===== src/rtl/fetch_ctrl_pkg.sv =====
`default_nettype none
// ============================================================================
// Module   : fetch_ctrl_pkg
// Purpose  : Shared widths, constants and types for the instruction-fetch
//            controller (address/instruction bus widths, zero word, reset PC,
//            controller state and per-edge action encodings).
// Revision : 1.0 - initial release
// ============================================================================
package fetch_ctrl_pkg;

  // Instruction address bus and instruction bus widths
  localparam int unsigned INST_ADDR_W = 32;
  localparam int unsigned INST_W      = 32;

  localparam logic [INST_W-1:0]      ZERO_WORD     = 32'h0000_0000;
  localparam logic [INST_ADDR_W-1:0] RESET_PC_DFLT = 32'h0000_0000;
  localparam logic [INST_ADDR_W-1:0] PC_STEP       = 32'd4;

  // FS_OFF: ROM not yet enabled after reset; FS_RUN: fetching
  typedef enum logic [0:0] {
    FS_OFF = 1'b0,
    FS_RUN = 1'b1
  } fetch_state_e;

  // What the controller does at the coming rising edge
  typedef enum logic [2:0] {
    ACT_RESET  = 3'd0,
    ACT_FLUSH  = 3'd1,
    ACT_START  = 3'd2,
    ACT_STALL  = 3'd3,
    ACT_BRANCH = 3'd4,
    ACT_SEQ    = 3'd5
  } fetch_act_e;

  // Resolve the per-edge priority: reset, flush, start-up, stall, branch,
  // sequential. A branch raised under stall is ignored; the producer keeps
  // it asserted until the stall clears.
  function automatic fetch_act_e fetch_decode(
    input logic rst,
    input logic flush,
    input logic running,
    input logic stall,
    input logic branch
  );
    fetch_act_e act;
    if (rst)           act = ACT_RESET;
    else if (flush)    act = ACT_FLUSH;
    else if (!running) act = ACT_START;
    else if (stall)    act = ACT_STALL;
    else if (branch)   act = ACT_BRANCH;
    else               act = ACT_SEQ;
    return act;
  endfunction

endpackage
`default_nettype wire


===== src/rtl/fetch_hold_buf.sv =====
`default_nettype none
// ============================================================================
// Module   : fetch_hold_buf
// Purpose  : One-entry hold buffer for the synchronous instruction ROM. On the
//            first stalled edge it captures the instruction being presented so
//            the ROM may keep running; the output mux then serves the held
//            word until the stall is released or the buffer is cleared.
// Revision : 1.0 - initial release
// ============================================================================
module fetch_hold_buf
  import fetch_ctrl_pkg::*;
(
  input  logic              clk,
  input  logic              stall,
  input  logic              clear,
  input  logic [INST_W-1:0] inst,
  output logic [INST_W-1:0] out_inst
);

  logic [INST_W-1:0] hold_inst_q;
  logic [INST_W-1:0] hold_inst_d;
  logic              hold_valid_q;
  logic              hold_valid_d;

  // Next-state: clear wins, first stalled edge captures, release empties
  always_comb begin
    hold_inst_d  = hold_inst_q;
    hold_valid_d = hold_valid_q;
    if (clear) begin
      hold_inst_d  = ZERO_WORD;
      hold_valid_d = 1'b0;
    end else if (stall) begin
      if (!hold_valid_q) begin
        hold_inst_d  = inst;
        hold_valid_d = 1'b1;
      end
    end else begin
      hold_valid_d = 1'b0;
    end
  end

  // Hold register; clear carries the synchronous reset
  always_ff @(posedge clk) begin
    hold_inst_q  <= hold_inst_d;
    hold_valid_q <= hold_valid_d;
  end

  assign out_inst = hold_valid_q ? hold_inst_q : inst;

endmodule
`default_nettype wire


===== src/rtl/fetch_ctrl.sv =====
`default_nettype none
// ============================================================================
// Module   : fetch_ctrl
// Purpose  : MIPS32 instruction-fetch controller. Owns the PC, drives the
//            instruction ROM enable/address, and pairs each registered ROM
//            word with its fetch address for decode. Handles stall (via a
//            one-entry hold buffer), delayed-branch redirect and exception
//            flush.
// Options  : FETCH_ADEL_CHECK_EN - flag misaligned fetch addresses on id_adel
//            and present a nop in their place.
// Revision : 1.0 - initial release
// ============================================================================
module fetch_ctrl
  import fetch_ctrl_pkg::*;
#(
  parameter logic [INST_ADDR_W-1:0] RESET_PC = RESET_PC_DFLT
) (
  input  logic                   clk,
  input  logic                   rst,
  input  logic                   stall,
  input  logic                   flush,
  input  logic [INST_ADDR_W-1:0] new_pc,
  input  logic                   branch_flag,
  input  logic [INST_ADDR_W-1:0] branch_target,
  output logic                   ce,
  output logic [INST_ADDR_W-1:0] pc,
  input  logic [INST_W-1:0]      inst,
  output logic [INST_ADDR_W-1:0] id_pc,
  output logic [INST_W-1:0]      id_inst,
  output logic                   id_valid,
  output logic                   id_adel
);

  fetch_state_e           state_q;
  fetch_state_e           state_d;
  logic [INST_ADDR_W-1:0] pc_q;
  logic [INST_ADDR_W-1:0] pc_d;
  logic [INST_ADDR_W-1:0] fetch_pc_q;
  logic [INST_ADDR_W-1:0] fetch_pc_d;
  logic                   valid_q;
  logic                   valid_d;
  fetch_act_e             act;
  logic                   buf_clear;
  logic [INST_W-1:0]      buf_inst;

  // Next-state for PC, in-flight address, valid and start-up state
  always_comb begin
    act        = fetch_decode(rst, flush, (state_q == FS_RUN), stall, branch_flag);
    state_d    = state_q;
    pc_d       = pc_q;
    fetch_pc_d = fetch_pc_q;
    valid_d    = valid_q;
    unique case (act)
      ACT_RESET: begin
        state_d    = FS_OFF;
        pc_d       = RESET_PC;
        fetch_pc_d = RESET_PC;
        valid_d    = 1'b0;
      end
      ACT_FLUSH: begin
        pc_d       = new_pc;
        fetch_pc_d = pc_q;
        valid_d    = 1'b0;
      end
      ACT_START: begin
        state_d = FS_RUN;
        valid_d = 1'b0;
      end
      ACT_STALL: begin
        // Everything holds; the ROM re-reads pc while the hold buffer
        // keeps the presented word.
      end
      ACT_BRANCH: begin
        // The delay slot is consumed at this edge; the in-flight pc
        // fetch returns next cycle as a bubble.
        pc_d       = branch_target;
        fetch_pc_d = pc_q;
        valid_d    = 1'b0;
      end
      ACT_SEQ: begin
        pc_d       = pc_q + PC_STEP;
        fetch_pc_d = pc_q;
        valid_d    = 1'b1;
      end
      default: begin
        state_d = state_q;
      end
    endcase
  end

  // State register with synchronous reset
  always_ff @(posedge clk) begin
    if (rst) begin
      state_q    <= FS_OFF;
      pc_q       <= RESET_PC;
      fetch_pc_q <= RESET_PC;
      valid_q    <= 1'b0;
    end else begin
      state_q    <= state_d;
      pc_q       <= pc_d;
      fetch_pc_q <= fetch_pc_d;
      valid_q    <= valid_d;
    end
  end

  // Any redirect or reset makes a held instruction stale
  assign buf_clear = rst | flush | (act == ACT_BRANCH);

  fetch_hold_buf u_hold_buf (
    .clk      (clk),
    .stall    (stall),
    .clear    (buf_clear),
    .inst     (inst),
    .out_inst (buf_inst)
  );

  assign ce       = (state_q == FS_RUN);
  assign pc       = pc_q;
  assign id_pc    = fetch_pc_q;
  assign id_valid = valid_q;

`ifdef FETCH_ADEL_CHECK_EN
  logic adel;
  assign adel    = valid_q & (fetch_pc_q[1:0] != 2'b00);
  assign id_adel = adel;
  assign id_inst = adel ? ZERO_WORD : buf_inst;
`else
  assign id_adel = 1'b0;
  assign id_inst = buf_inst;
`endif

endmodule
`default_nettype wire


===== config.mk =====
export PLATFORM = sky130hd
export DESIGN_NAME = fetch_ctrl
export DESIGN_NICKNAME = d
export VERILOG_FILES = /design/src/rtl/fetch_ctrl_pkg.sv /design/src/rtl/fetch_hold_buf.sv /design/src/rtl/fetch_ctrl.sv
export SDC_FILE = /design/constraint.sdc
export NUM_CORES = 1
export LEC_CHECK = 0
export ABC_AREA = 1
export CORE_ASPECT_RATIO = 0.6
export CORE_UTILIZATION = 39
export DETAILED_ROUTE_END_ITERATION = 8
export GPL_ROUTABILITY_DRIVEN = 0
export PLACE_DENSITY = 0.76
export SLEW_MARGIN = 20
export SYNTH_ARGS = -nofsm -noshare
export SYNTH_HDL_FRONTEND = slang
export SYNTH_SLANG_ARGS = --single-unit

===== constraint.sdc =====
create_clock -name clk -period 1.45 [get_ports clk]
set_input_delay 0.435 -clock clk [delete_from_list [all_inputs] [get_ports clk]]
set_output_delay 0.435 -clock clk [all_outputs]
set_load 0.005 [all_outputs]

; Word-level counts from Yosys, hierarchy flattened
; Cells that the tools add are included.
[totals]
register_bits = 99
input_bits = 101
out_inout_bits = 99
[op_classes]
add_sub_neg = 1
n_eq_ne = 4
n_mux = 11
n_bitwise = 2
n_reduce_logical = 7
[ops]
columns = operator, n
row1 = case mux 32 bit (4 select lines), 1
row2 = case mux 32 bit (2 select lines), 1
row3 = adder 32 x 3 -> 32 bit (second input constant), 1
row4 = two-way mux 32 bit, 1
row5 = two-way mux 3 bit, 4
row6 = == test 3 bit (second input constant), 2
row7 = nonzero test 2 bit, 3
row8 = case mux 1 bit (2 select lines), 2
row9 = nonzero test 4 bit, 1
row10 = OR reduction 4 bit, 1
row11 = == test 3 x 1 -> 1 bit (second input constant), 1
row12 = == test 3 x 2 -> 1 bit (second input constant), 1
row13 = zero test 3 bit, 1
row14 = OR reduction 3 bit, 1
row15 = two-way mux 1 bit, 2
row16 = OR 1 bit, 2

; Depth between registers and ports, before layout
[depth]
word_depth = 8
ltp_mapped = 10
depth_no_buf = 9

; Hierarchy
; A second synthesis with hierarchy kept.
[hier_totals]
hier_cells = 855
area_unflattened_um2 = 5592.9
[by_module_without_submodules]
columns = module, n_inst, cells_each, area_per_inst_um2
row1 = fetch_ctrl, 1, 545, 3467.1
row2 = fetch_hold_buf, 1, 310, 2125.8

; Worst setup path after synthesis
; Ideal clock, no wire load.
[synth_path]
path_kind = register to output
from = reg u_hold_buf.hold_valid_q
to = out id_inst[5]
arrival_ps = 1006
path_slack_ps = 9
path_stages_with_launch = 4
cell_sequence = dfxtp_1 -> clkbuf_1 -> buf_4 -> mux2_2
[synth_between]
elab_chain_cells = 1
[synth_rtl]
columns = element, line
row1 = start: declaration, fetch_hold_buf.sv:22  ; logic hold_valid_q;
row2 = start signal: assignment, fetch_hold_buf.sv:45  ; hold_valid_q <= hold_valid_d;
row3 = two-way mux 32 bit, fetch_hold_buf.sv:48  ; assign out_inst = hold_valid_q ? hold_inst_q : inst;
row4 = end: declaration, fetch_ctrl.sv:29  ; output logic [INST_W-1:0] id_inst,
; No other way between the ends.

; Worst setup path after layout
[layout_path]
from = reg u_hold_buf.hold_valid_q
to = out id_inst[12]
; The elaborated chain is that of the path after synthesis.

==> impl_metrics.csv <==
group,metric,value,unit
timing,rsz0062_at_grt,"true",
global_routing,track_usage,28.78,%
timing,hold_viol_final,0,
clock_network,htreeDepth,3,
die,die_area,0.01318,mm^2
layout,syn_to_final_growth,78.60,%
die,die_h,89.33,um
clock_network,clock_sinks,99,
layout,fillers,945,
worst_setup_path,reg2reg_depth,9,
min_path,hold_path.class,"reg -> reg",
clock_network,cts_root_buffer,"clkbuf_16",
timing,setup_slack,-549.8,ps
synthesis,synth_top_cell_by_area,"dfxtp_1",
timing,setup_viol,32,
timing,fin_skew,9.298,ps
worst_setup_path,arrival,1560,ps
worst_setup_path,path_class,"reg -> out",
synthesis,ys_seq_area_share,39.98,%
worst_setup_path,critPathLaunchType,"register",
synthesis,async_reset_ff_share,0,%
worst_setup_path,crit_slowest_cell,"dfxtp_4",
worst_setup_path,path_cells,"buf_12, buf_16, buf_8, mux2_4, buf_6",
synthesis,syn_inst,725,
drt,drt_iter0_drc,366,
die,start_util,40.57,%
outcome,violations,"negative setup slack",
worst_setup_path,slowest_delay,380,ps
synthesis,synth_seq_cells,99,
global_routing,grt_max_degree,34,
clock_network,clockBufferDepth,2,
synthesis,ys_top_cells_by_count,"nand2_1 (289), dfxtp_1 (99), inv_1 (60)",
synthesis,synth_area,0.004957,mm^2
layout,layout.cells.non_filler,1187,
clock_network,clk_pin_slew_worst_paths,70,ps
power_and_ir_drop,peakVddDrop,581.4,uV
worst_setup_path,r2r-start,"pc[9]$_SDFFE_PP0P_",
worst_setup_path,cp_top_family,"buffers and inverters",
clock_network,clk_latency,350,ps
placement,io_buffers,198,
worst_setup_path,crit_path_end_kind,"output port",
die,rows,31,
drt,wire_per_inst,16.24,um
placement,dp_cells,1124,
synthesis,synth_cell_types,28,
die,die_w,147.6,um
placement,preCtsSetupSlack,-580.3,ps
drt,drt_first_pass_iters,5,
clock_network,cts_buffers,9,
synthesis,syn_nets,828,
drt,drc,0,
min_path,min_path_cells,2,
synthesis,yosys_warnings,0,
global_routing,antenna_found_initial,0,
layout,final_util,72.46,%
synthesis,synth_edf_count,0,
worst_setup_path,worstPathRequired,1020,ps
clock_network,postCtsHoldBufs,0,
timing,min_period,2000,ps
drt,final_antenna_net_count,0,
worst_setup_path,path_buf_inv,4,
timing,max_freq,0.5000,GHz
worst_setup_path,critPathMaxFanout,7,
power_and_ir_drop,p_per_area,767.7,mW/mm^2
job,drv_cap,0,
die,core_area,0.01222,mm^2
timing,finalMaxSlewViolations,0,
worst_setup_path,r2r_slack,10,ps
timing,period_share,137.9,%
global_routing,grt_pass1_wl,29.14,mm
synthesis,syn_avg_cell_area,6.838,um^2
power_and_ir_drop,leakagePower,0.003946,uW
worst_setup_path,cp.depth,5,
global_routing,grt_pass1_vias,5746,
synthesis,ys.flop_type,"dfxtp_1",
synthesis,synth_top_area_share,39.98,%
drt,detail_route.vias_per_cell,5.063,
synthesis,ys_top_cells_by_area,"dfxtp_1 (40%), nand2_1 (22%), nand3_1 (5.6%), mux2_2 (5.5%), inv_1 (4.5%)",
clock_network,cts_tree,"done",
die,ios,200,
layout,antennaDiodeCount,0,
outcome,run_status,"finished, violations left",
synthesis,yosysMostFrequentCell,"nand2_1",
layout,layout.nets,1120,
drt,wl,19.28,mm
worst_setup_path,startpoint,"u_hold_buf.hold_valid_q$_SDFF_PP0_",
drt,vias,6010,
layout,drive_above_1_share,30.23,%
global_routing,grt-ovfl-total,0,
placement,dp_hpwl,12.74,mm
min_path,holdCritStartpoint,"id_pc[25]$_SDFFE_PP0P_",
## worst min-delay path, cell delays in order, from the launching register on
cell     delay [ps]
dfxtp_1         320
nand2_1          50
o21ai_0          50
## flip-flops by register name, indices dropped and copies added, names as in the netlist
signal	count
id_pc	32
id_valid	1
u_hold_buf.hold_inst_q	32
pc	32
u_hold_buf.hold_valid_q	1
ce	1
## final cells by class
cell class	count	area, um^2	share of cell area [%]
clock buffer	9	225.2	2.544
clock inverter	7	51.30	0.5794
inverter	65	251.5	2.841
multi-input combinational	529	2974	33.59
sequential	99	2051	23.16
tap	165	206.4	2.332
timing repair buffer	313	3094	34.95
## routing by layer
layer,routed length [um],track usage [%],up-vias
li1,-,-,2916
met1,9007,38.86,2803
met2,8426,45.71,257
met3,1502,7.143,34
met4,338,8.622,0
met5,0,0,-
## cell families (layout without fill, tap and decap cells)
| group | after synthesis | count (layout) | share of synthesized area, % |
|---|---|---|---|
| AND/OR/NAND/NOR | 403 | 403 | 33.59 |
| flip-flops | 99 | 99 | 39.98 |
| buffers and inverters | 97 | 394 | 8.607 |
| AO/OA/AOI/OAI | 91 | 91 | 9.970 |
| multiplexers | 32 | 32 | 7.269 |
| adder cells (fa/ha/maj) | 2 | 2 | 0.5047 |
| other | 1 | 1 | 0.07565 |
## where the power goes
group          switching [uW]  internal (uW)
Combinational             643            903
Sequential               99.3           2850
Clock                    1120           1170
Total                    1870           4930
## per-stage QoR
step	cell area, um^2	hold slack, ps	setup TNS, ps	power, uW
after detailed placement	7580	444.8	-66360	4300
after global placement	7580	439.7	-63770	4283
after floorplan	4957	441.0	0	3440
final	8853	454.4	-14340	6797
after global routing	8853	467.4	-15800	7058
after CTS	8680	458.0	-16000	6755
## cell usage in the layout (no fill, tap or decap), types with 4 or more instances in the layout
master	instances
nor2_2	17
nor2_4	19
inv_1	58
nand3_1	49
buf_6	49
o2111ai_1	8
buf_8	4
nand4_1	7
nand2_1	271
dfxtp_1	66
nand2_4	7
dfxtp_4	11
dfxtp_2	22
clkdlybuf4s15_1	6
clkdlybuf4s50_1	97
nand2_2	13
dlygate4sd2_1	58
nor2_1	11
inv_2	5
a21oi_1	33
buf_12	12
o21ai_0	40
clkbuf_16	9
nand3_2	5
buf_4	80
mux2_4	32
## path summary, 6_finish.rpt
kind,to
max,id_inst[12]
min,id_pc[25]$_SDFFE_PP0P_
max reg2reg,pc[29]$_SDFFE_PP0P_
min reg2reg,id_pc[25]$_SDFFE_PP0P_
## repair_timing
| item | CTS | global route |
|---|---|---|
| endpoints found under the setup margin | 196 | 89 |
| buffers inserted | 44 | 5 |
| gates cloned | 5 | 0 |
| resized for setup | 370 | 77 |
| pin swaps | 9 | 22 |
No activity file was read; power rests on OpenSTA's default activity.
